$ cat config.mk
export PLATFORM = sky130hd
export DESIGN_NAME = noc_ni_tx
export DESIGN_NICKNAME = d
export VERILOG_FILES = /design/src/rtl/noc_pkg.sv /design/src/rtl/noc_credit_cnt.sv /design/src/rtl/noc_ni_tx.sv
export SDC_FILE = /design/constraint.sdc
export NUM_CORES = 1
export LEC_CHECK = 0
export ABC_AREA = 1
export BUFFER_PORTS_ARGS = -buffer_cell sky130_fd_sc_hd__clkbuf_2
export CAP_MARGIN = 20
export CORE_ASPECT_RATIO = 0.5
export CORE_MARGIN = 2
export CORE_UTILIZATION = 48
export DETAILED_ROUTE_END_ITERATION = 10
export GPL_TIMING_DRIVEN = 0
export PLACE_DENSITY = 0.81
export SYNTH_ARGS = -nofsm -noshare
export SYNTH_HDL_FRONTEND = slang
export SYNTH_SLANG_ARGS = --single-unit
export TNS_END_PERCENT = 1
$ cat constraint.sdc
create_clock -name clk -period 2.5 [get_ports clk]
set_clock_uncertainty 0.1 [all_clocks]
set_input_delay 0.375 -clock clk [delete_from_list [all_inputs] [get_ports clk]]
set_output_delay 0.375 -clock clk [all_outputs]
set_load 0.01 [all_outputs]
$ cat src/rtl/noc_pkg.sv
// rtl/noc_pkg.sv - shared NoC flit layout, constants and flit builders
package noc_pkg;
  localparam int FLIT_W    = 35;
  localparam int DATA_W    = 32;
  localparam int COORD_W   = 2;
  localparam int VC_NUM    = 2;
  localparam int HEAD_BIT  = 34;
  localparam int TAIL_BIT  = 33;
  localparam int DST_X_LSB = 31;
  localparam int DST_Y_LSB = 29;
  localparam int SRC_X_LSB = 27;
  localparam int SRC_Y_LSB = 25;

  typedef logic [FLIT_W-1:0]  flit_t;
  typedef logic [COORD_W-1:0] coord_t;

  typedef enum logic {
    ST_IDLE,
    ST_BODY
  } tx_state_t;

  function automatic flit_t make_head(coord_t dx, coord_t dy, coord_t sx, coord_t sy);
    flit_t f;
    f = '0;
    f[HEAD_BIT] = 1'b1;
    f[DST_X_LSB +: COORD_W] = dx;
    f[DST_Y_LSB +: COORD_W] = dy;
    f[SRC_X_LSB +: COORD_W] = sx;
    f[SRC_Y_LSB +: COORD_W] = sy;
    return f;
  endfunction

  // Bit 32 stays zero so body flits never alias the destination field.
  function automatic flit_t make_body(logic last, logic [DATA_W-1:0] data);
    flit_t f;
    f = '0;
    f[TAIL_BIT] = last;
    f[DATA_W-1:0] = data;
    return f;
  endfunction
endpackage

$ cat src/rtl/noc_credit_cnt.sv
// rtl/noc_credit_cnt.sv - per-VC downstream buffer credit counter with sticky overflow flag
module noc_credit_cnt #(
  parameter int CREDITS = 4,
  parameter int CW      = 3
) (
  input  logic clk,
  input  logic rst,
  input  logic inc,
  input  logic dec,
  output logic nonzero,
  output logic err
);
  localparam logic [CW-1:0] FULL = CW'(CREDITS);

  logic [CW-1:0] count;

  always_ff @(posedge clk or posedge rst) begin
    if (rst) begin
      count <= FULL;
      err   <= 1'b0;
    end else if (inc && !dec) begin
      // A return beyond the buffer depth means the router acked a flit we never sent.
      if (count == FULL) err <= 1'b1;
      else               count <= count + CW'(1);
    end else if (dec && !inc && count != '0) begin
      count <= count - CW'(1);
    end
  end

  assign nonzero = (count != '0);
endmodule

$ cat src/rtl/noc_ni_tx.sv
// rtl/noc_ni_tx.sv - NI transmitter: word stream to credit-gated flits; NOC_NI_TX_STATS_EN adds counters
module noc_ni_tx
  import noc_pkg::*;
#(
  parameter int CREDITS = 4,
  parameter int CW      = 3,
  parameter int MY_X    = 0,
  parameter int MY_Y    = 0
) (
  input  logic              clk,
  input  logic              RST,
  input  logic              in_valid,
  output logic              in_ready,
  input  logic [31:0]       in_data,
  input  logic              in_last,
  input  logic              in_vc,
  input  logic [1:0]        in_dst_x,
  input  logic [1:0]        in_dst_y,
  output logic [34:0]       ODATA,
  output logic              OVALID,
  output logic              OVCH,
  input  logic [1:0]        IACK,
  input  logic [1:0]        ILCK,
  output logic              credit_err
`ifdef NOC_NI_TX_STATS_EN
  ,
  output logic [15:0]       stat_flits,
  output logic [15:0]       stat_stall
`endif
);
  localparam coord_t SRC_X = COORD_W'(MY_X);
  localparam coord_t SRC_Y = COORD_W'(MY_Y);

  tx_state_t         state, state_nx;
  logic              vc_q;
  logic              issue;
  logic              issue_vc;
  logic              latch_vc;
  flit_t             flit_nx;
  logic [VC_NUM-1:0] nz;
  logic [VC_NUM-1:0] dec;
  logic [VC_NUM-1:0] err_v;

  always_ff @(posedge clk or posedge RST) begin
    if (RST) state <= ST_IDLE;
    else     state <= state_nx;
  end

  // in_ready depends only on state and registered credits, never on IACK/ILCK directly.
  always_comb begin
    state_nx = state;
    in_ready = 1'b0;
    issue    = 1'b0;
    issue_vc = vc_q;
    latch_vc = 1'b0;
    flit_nx  = make_body(in_last, in_data);
    dec      = '0;
    case (state)
      ST_IDLE: begin
        if (in_valid && nz[in_vc] && !ILCK[in_vc]) begin
          issue    = 1'b1;
          issue_vc = in_vc;
          latch_vc = 1'b1;
          flit_nx  = make_head(in_dst_x, in_dst_y, SRC_X, SRC_Y);
          state_nx = ST_BODY;
        end
      end
      ST_BODY: begin
        in_ready = nz[vc_q];
        if (in_valid && nz[vc_q]) begin
          issue = 1'b1;
          if (in_last) state_nx = ST_IDLE;
        end
      end
      default: state_nx = ST_IDLE;
    endcase
    if (issue) dec[issue_vc] = 1'b1;
  end

  always_ff @(posedge clk or posedge RST) begin
    if (RST) begin
      ODATA  <= '0;
      OVALID <= 1'b0;
      OVCH   <= 1'b0;
      vc_q   <= 1'b0;
    end else begin
      OVALID <= issue;
      if (issue) begin
        ODATA <= flit_nx;
        OVCH  <= issue_vc;
      end
      if (latch_vc) vc_q <= in_vc;
    end
  end

  for (genvar v = 0; v < VC_NUM; v++) begin : g_cc
    noc_credit_cnt #(
      .CREDITS (CREDITS),
      .CW      (CW)
    ) u_cc (
      .clk     (clk),
      .rst     (RST),
      .inc     (IACK[v]),
      .dec     (dec[v]),
      .nonzero (nz[v]),
      .err     (err_v[v])
    );
  end

  assign credit_err = |err_v;

`ifdef NOC_NI_TX_STATS_EN
  always_ff @(posedge clk or posedge RST) begin
    if (RST) begin
      stat_flits <= '0;
      stat_stall <= '0;
    end else begin
      if (OVALID && stat_flits != 16'hFFFF) stat_flits <= stat_flits + 16'd1;
      if (in_valid && !issue && stat_stall != 16'hFFFF) stat_stall <= stat_stall + 16'd1;
    end
  end
`endif
endmodule

Word-level counts from Yosys, hierarchy flattened
Index checks and enable logic that the tools add are counted.
{ "op_classes": {"addsub": 4, "multipliers": 0, "div": 0, "magnitude_cmp": 4, "eq_ne": 4, "shift": 0, "n_mux": 27, "bitwise": 1, "n_reduce_logical": 24} }
{ "ops": {"columns": ["cell", "count"], "rows": [
  ["2-to-1 mux 35 bit", 2],
  ["2-to-1 mux 3 bit", 6],
  ["2-to-1 mux 1 bit", 15],
  ["logical AND 1 bit", 10],
  ["AND reduction 2 bit", 4],
  ["adder 3 x 1 -> 3 bit (second input constant)", 2],
  ["equality test 3 bit (second input constant)", 2],
  ["less-than comparator 1 x 2 -> 1 bit (second input constant)", 3],
  ["nonzero test 3 bit", 2],
  ["subtractor 3 x 1 -> 3 bit (second input constant)", 2],
  ["zero test 1 bit", 5],
  ["inequality test 2 bit (second input constant)", 2],
  ["one-hot mux 1 bit (2 select lines)", 2],
  ["nonzero test 2 bit", 2],
  ["2-to-1 mux 2 bit", 1],
  ["OR reduction 2 bit", 1],
  ["demux 1 bit (select 1 bit)", 1],
  [">= comparator 1 bit (second input constant)", 1],
  ["inverter 1 bit", 1]
]} }
{ "totals": {"reg_bits": 47, "latch_bits": 0, "ramBits": 0, "rom_bits": 0, "in_bits": 45, "out_inout_bits": 39, "elab_cells": 73, "memories": 0} }

Logic depth before layout (Yosys ltp)
{ "logic_depth": {"depth_word": 16, "depth_mapped": 16, "mapped_depth_nobuf": 16} }

Hierarchy
A second synthesis with hierarchy kept.
{ "unflattened": {"hier_cells": 248, "hier_area_um2": 2092.0} }
{ "modules_own_cells": {"columns": ["module", "n_inst", "cells_each", "area_each_um2", "seq_area_each_um2"], "rows": [
  ["noc_ni_tx", 1, 182, 1599.0, 975.9],
  ["noc_credit_cnt", 2, 33, 246.5, 101.3]
]} }

Worst setup path before layout
Ideal clock, no wire load.
{ "synth_timing": {"kind": "flip-flop to flip-flop", "from": "register g_cc[0].u_cc.count[2]", "to": "register g_cc[0].u_cc.count[2]", "setup_time_ns": 0.061, "arrival_time_ns": 1.929, "required_ns": 2.339, "setup_slack_ns": 0.410, "path_stages_with_launch": 16, "n_path_buf": 1, "synth_period_minus_slack_ns": 2.090, "path_cell_list": "dfstp_2 inv_1 nand2_1 nand2_1 nand2_2 nand2_4 buf_6 nand2_2 nand2_2 nand2_2 nand2_2 fa_1 nand3b_1 nand3_1 nand2_1 nand2_1"} }
{ "synth_between": {"elab_chain_len": 16, "word_cells_on_any_way": 32, "classes_between": "2 x add/sub; 2 x order compare; 2 x eq/ne; 15 x mux; 11 x reduce/logical"} }
{ "synth_lines": {"columns": ["item", "line_no", "rtl"], "rows": [
  ["from (decl)", "noc_credit_cnt.sv:15", "logic [CW-1:0] count;"],
  ["from (signal assigned)", "noc_credit_cnt.sv:24", "else count <= count + CW'(1);"],
  ["from (signal assigned)", "noc_credit_cnt.sv:26", "count <= count - CW'(1);"],
  ["nonzero test 3 bit", "noc_credit_cnt.sv:25, noc_credit_cnt.sv:30", null],
  ["2-to-1 mux 1 bit (not written as such) (2 in a row)", "noc_ni_tx.sv:60", "if (in_valid && nz[in_vc] && !ILCK[in_vc]) begin"],
  ["logical AND 1 bit (2 in a row)", "noc_ni_tx.sv:60", null],
  ["2-to-1 mux 1 bit", "noc_ni_tx.sv:60", null],
  ["2-to-1 mux 1 bit", "noc_ni_tx.sv:58", "case (state)"],
  ["less-than comparator 1 x 2 -> 1 bit (not written as such) or >= comparator 1 bit (tied branches)", "noc_ni_tx.sv:77", "if (issue) dec[issue_vc] = 1'b1;"],
  ["logical AND 1 bit (not written as such)", "noc_ni_tx.sv:77", null],
  ["2-to-1 mux 1 bit (not written as such)", "noc_ni_tx.sv:77", null],
  ["demux 1 bit (select 1 bit)", "noc_ni_tx.sv:77", null],
  ["2-to-1 mux 2 bit", "noc_ni_tx.sv:77", null],
  ["zero test 1 bit or logical AND 1 bit (tied branches)", "noc_credit_cnt.sv:21, noc_credit_cnt.sv:25", null],
  ["logical AND 1 bit, on equally long branches", "noc_credit_cnt.sv:21, noc_credit_cnt.sv:25", null],
  ["inequality test 2 bit (no line) or nonzero test 2 bit (tied branches)", null, null],
  ["AND reduction 2 bit (no line)", null, null]
]} }
Parallel ways exist; a longest one is shown, timed or not. The select of a mux whose other input is x is not followed.
A chain may end at the register's enable or synchronous reset.

Worst setup path in the final report
Ends and elaborated chain as after synthesis.

==> flow_summary.yaml <==
global_routing:
  met2_usage_pct: 40.0
  grt_pass1_vias: 2001
  antenna_found_initial: 0
  grt_util_met1_pct: 26.2
  grt_usage_pct: 21.7
  use_met3_pct: 4.65
  top_usage_layer: "met2"
  grt_first_pass_wirelength_um: 8640
  grt_max_degree: 31
  grt-ovfl-total: 0
sta:
  hold_viol: 0
  period_minus_slack_ns: 2.30
  setup_tns_ns: 0
  timing.fmax_mhz: 435
  tightest_slew_ns: 0.459
  rsz0062_at_grt: "no"
  slew_violations: 0
  relSlewSlack_pct: 69.4
  setup_viol: 0
  fin_crit_sh_pct: 91.9
cts:
  clock_latency_ns: 0.30
  cts_sinks: 47
  clockRootBuffer: "clkbuf_8"
  path_clk_slew_ns: 0.09
  tritoncts: "built"
  htree_levels: 2
  postCtsSetupBuffers: 0
  cts_buffers: 5
  clockBufferDepth: 2
place:
  place_area_mm2: 0.00264
  gp_congestion: 0.750
  dp_cells: 379
  dpl.hpwl_um: 3830
  port_buffers: 83
detailed_routing:
  routed_wl_um: 5050
  via_count: 1979
  drtAntennaViolNets: 0
  routedWlPerCell_um: 13.0
  drc_errors: 0
  first_pass_iters: 4
  via_per_inst: 5.10
  drtIter0Drc: 64
setup_path:
  endpoint_kind: "flop"
  critical_path_buf_inv_count: 2
  path_max_fanout: 10
  arrival_ns: 2.44
  crit_chain: "inv_1, nand2_1, nand2_1, nand2_2, nand2_4, buf_6, nand2_2, nand2_2, nand2_2, nand2_2, fa_1, nand3b_1, nand3_1, nand2_1, nand2_1"
  path_class: "reg2reg"
  cpMostUsedCell: "nand2_2"
  cp_slowest_cell: "dfstp_2"
  required_ns: 2.64
  max_stage_delay_ns: 0.55
  crit_family: "simple AND/OR/NAND/NOR gates"
  cp-start-kind: "flop"
  rrSetupSlack_ns: 0.20
finish:
  syn_to_final_growth_pct: 29.5
  final_nets: 377
  final_cell_area_mm2: 0.00277
  num_antenna_cells: 0
  stdcell_count: 388
  drive_gt1_share_pct: 34.7
pwr:
  finalPower_mw: 3.27
  leakage_nw: 1.55
  p_per_area_mw_per_mm2: 1180
  ir_drop_mv: 0.511
logic_synthesis:
  synth_top_area_share_pct: 52.7
  synth_top_cell_by_area: "dfrtp_1"
  synth_flop_cell: "dfrtp_1"
  ys_seq_area_share_pct: 55.2
  synth-seq-cells: 47
  synth-async-reset-ratio_pct: 100
  yosys-top-cells-area: "dfrtp_1 (53%), nand3_1 (17%), nand2_1 (10%)"
  synth_cell_type_count: 25
  syn-cell-area_mm2: 0.00214
  synth-warning-count: 0
  synthCells: 238
  syn-num-nets: 285
  synth-edff-count: 0
  syn_avg_cell_area_um2: 8.97
run:
  cap_violations: 0
die:
  initial_utilization_pct: 49.2
  die_h_um: 51.2
  die-area_mm2: 0.00503
  coreArea_mm2: 0.00434
  ios: 84
  rows: 17
  fp.dieW_um: 98.3
run_status:
  status: "complete, no violations"
worst_hold_path:
  hold_class: "in2reg"
## flip-flops by register name, summed over array words and instances (netlist names)
name / cells
g_cc.u_cc.count: 6
state: 1
ODATA: 35
vc_q: 1
g_cc.u_cc.err: 2
OVALID: 1
OVCH: 1
## layout by cell type, fill, tap and decap left out, drive strengths merged
master | netlist | routed
nor3 | 1 | 1
fa | 2 | 2
o22ai | 3 | 3
clkinv | 0 | 2
bufinv | 0 | 1
dlygate4sd3 | 0 | 1
clkbuf | 6 | 94
o21a | 1 | 1
nand2 | 65 | 65
dfstp | 2 | 2
dfrtp | 45 | 45
buf | 7 | 8
xor2 | 2 | 2
nand3b | 3 | 3
nand3 | 72 | 72
o21ai | 4 | 4
nor2 | 12 | 12
nand4 | 2 | 2
inv | 11 | 11
## synthesized netlist by cell type, types with 3 or more instances
cell type,number
buf_1,3
nand2_2,6
clkbuf_1,6
dfrtp_1,45
inv_1,9
nand3b_1,3
o22ai_1,3
nand2_1,57
o21ai_0,4
nor2_1,9
buf_2,3
nand3_1,71
## logic make-up (layout without fill, tap and decap cells)
group	Yosys count	count (layout)	share of synthesized area [%]
buf+inv	24	117	4.74
compound gates	8	8	2.17
fa+ha+maj	2	2	1.87
simple gates	155	155	35.2
xor+xnor	2	2	0.820
flops	47	47	55.2
## metrics by stage
step / setup WS [ns] / utilization, % / hold slack [ns]
2_1_floorplan: 0.410 / - / 0.327
3_3_place_gp: 0.302 / 60.4 / 0.344
3_5_place_dp: 0.229 / 60.9 / 0.282
4_1_cts: 0.0697 / 63.7 / 0.183
5_1_grt: 0.0699 / 63.8 / 0.194
6_report: 0.204 / 63.8 / 0.192
## worst paths after layout
path,from,end,depth (start not counted)
max,g_cc[0].u_cc.count[2],g_cc[0].u_cc.count[2],15
max reg2reg,g_cc[0].u_cc.count[2],g_cc[0].u_cc.count[2],15
max in group asynchronous,RST,g_cc[0].u_cc.count[2],4
min,in_data[8],ODATA[8],3
min in group asynchronous,RST,ODATA[16],3
min reg2reg,g_cc[1].u_cc.count[2],g_cc[1].u_cc.count[2],2
## what timing repair did
item	4_1_cts	5_1_grt
hold endpoints to repair	16	0
hold buffers	1	0
setup endpoints to repair	0	1
gates resized for setup	0	2
## area by class of cell
type	count	area (µm²)
Inverter	11	41.3
Fill cell	380	1570
Buffer	13	61.3
Tap cell	57	71.3
Clock inverter	3	43.8
Clock buffer	5	68.8
Timing Repair Buffer	85	445
Sequential cell	47	1180
Multi-Input combinational cell	167	856
## layer usage
layer  wire (µm)  share of wire, %
met1        2170                43
met2        2670                53
met3         189               3.7
met4          23              0.46
met5           0                 0
## worst register-to-register path: stages (launching register included)
cell	delay, ns
dfstp_2	0.55
inv_1	0.07
nand2_1	0.07
nand2_1	0.06
nand2_2	0.11
nand2_4	0.08
buf_6	0.14
nand2_2	0.06
nand2_2	0.05
nand2_2	0.10
nand2_2	0.09
fa_1	0.38
nand3b_1	0.19
nand3_1	0.10
nand2_1	0.05
nand2_1	0.05
## where the power goes
group	total [mW]	switching, mW	leakage, nW	internal [mW]
clock	0.557	0.259	0.0581	0.298
sequential	1.31	0.215	0.579	1.09
combinational	1.40	0.857	0.908	0.545
(Power assumes the default switching activity.)
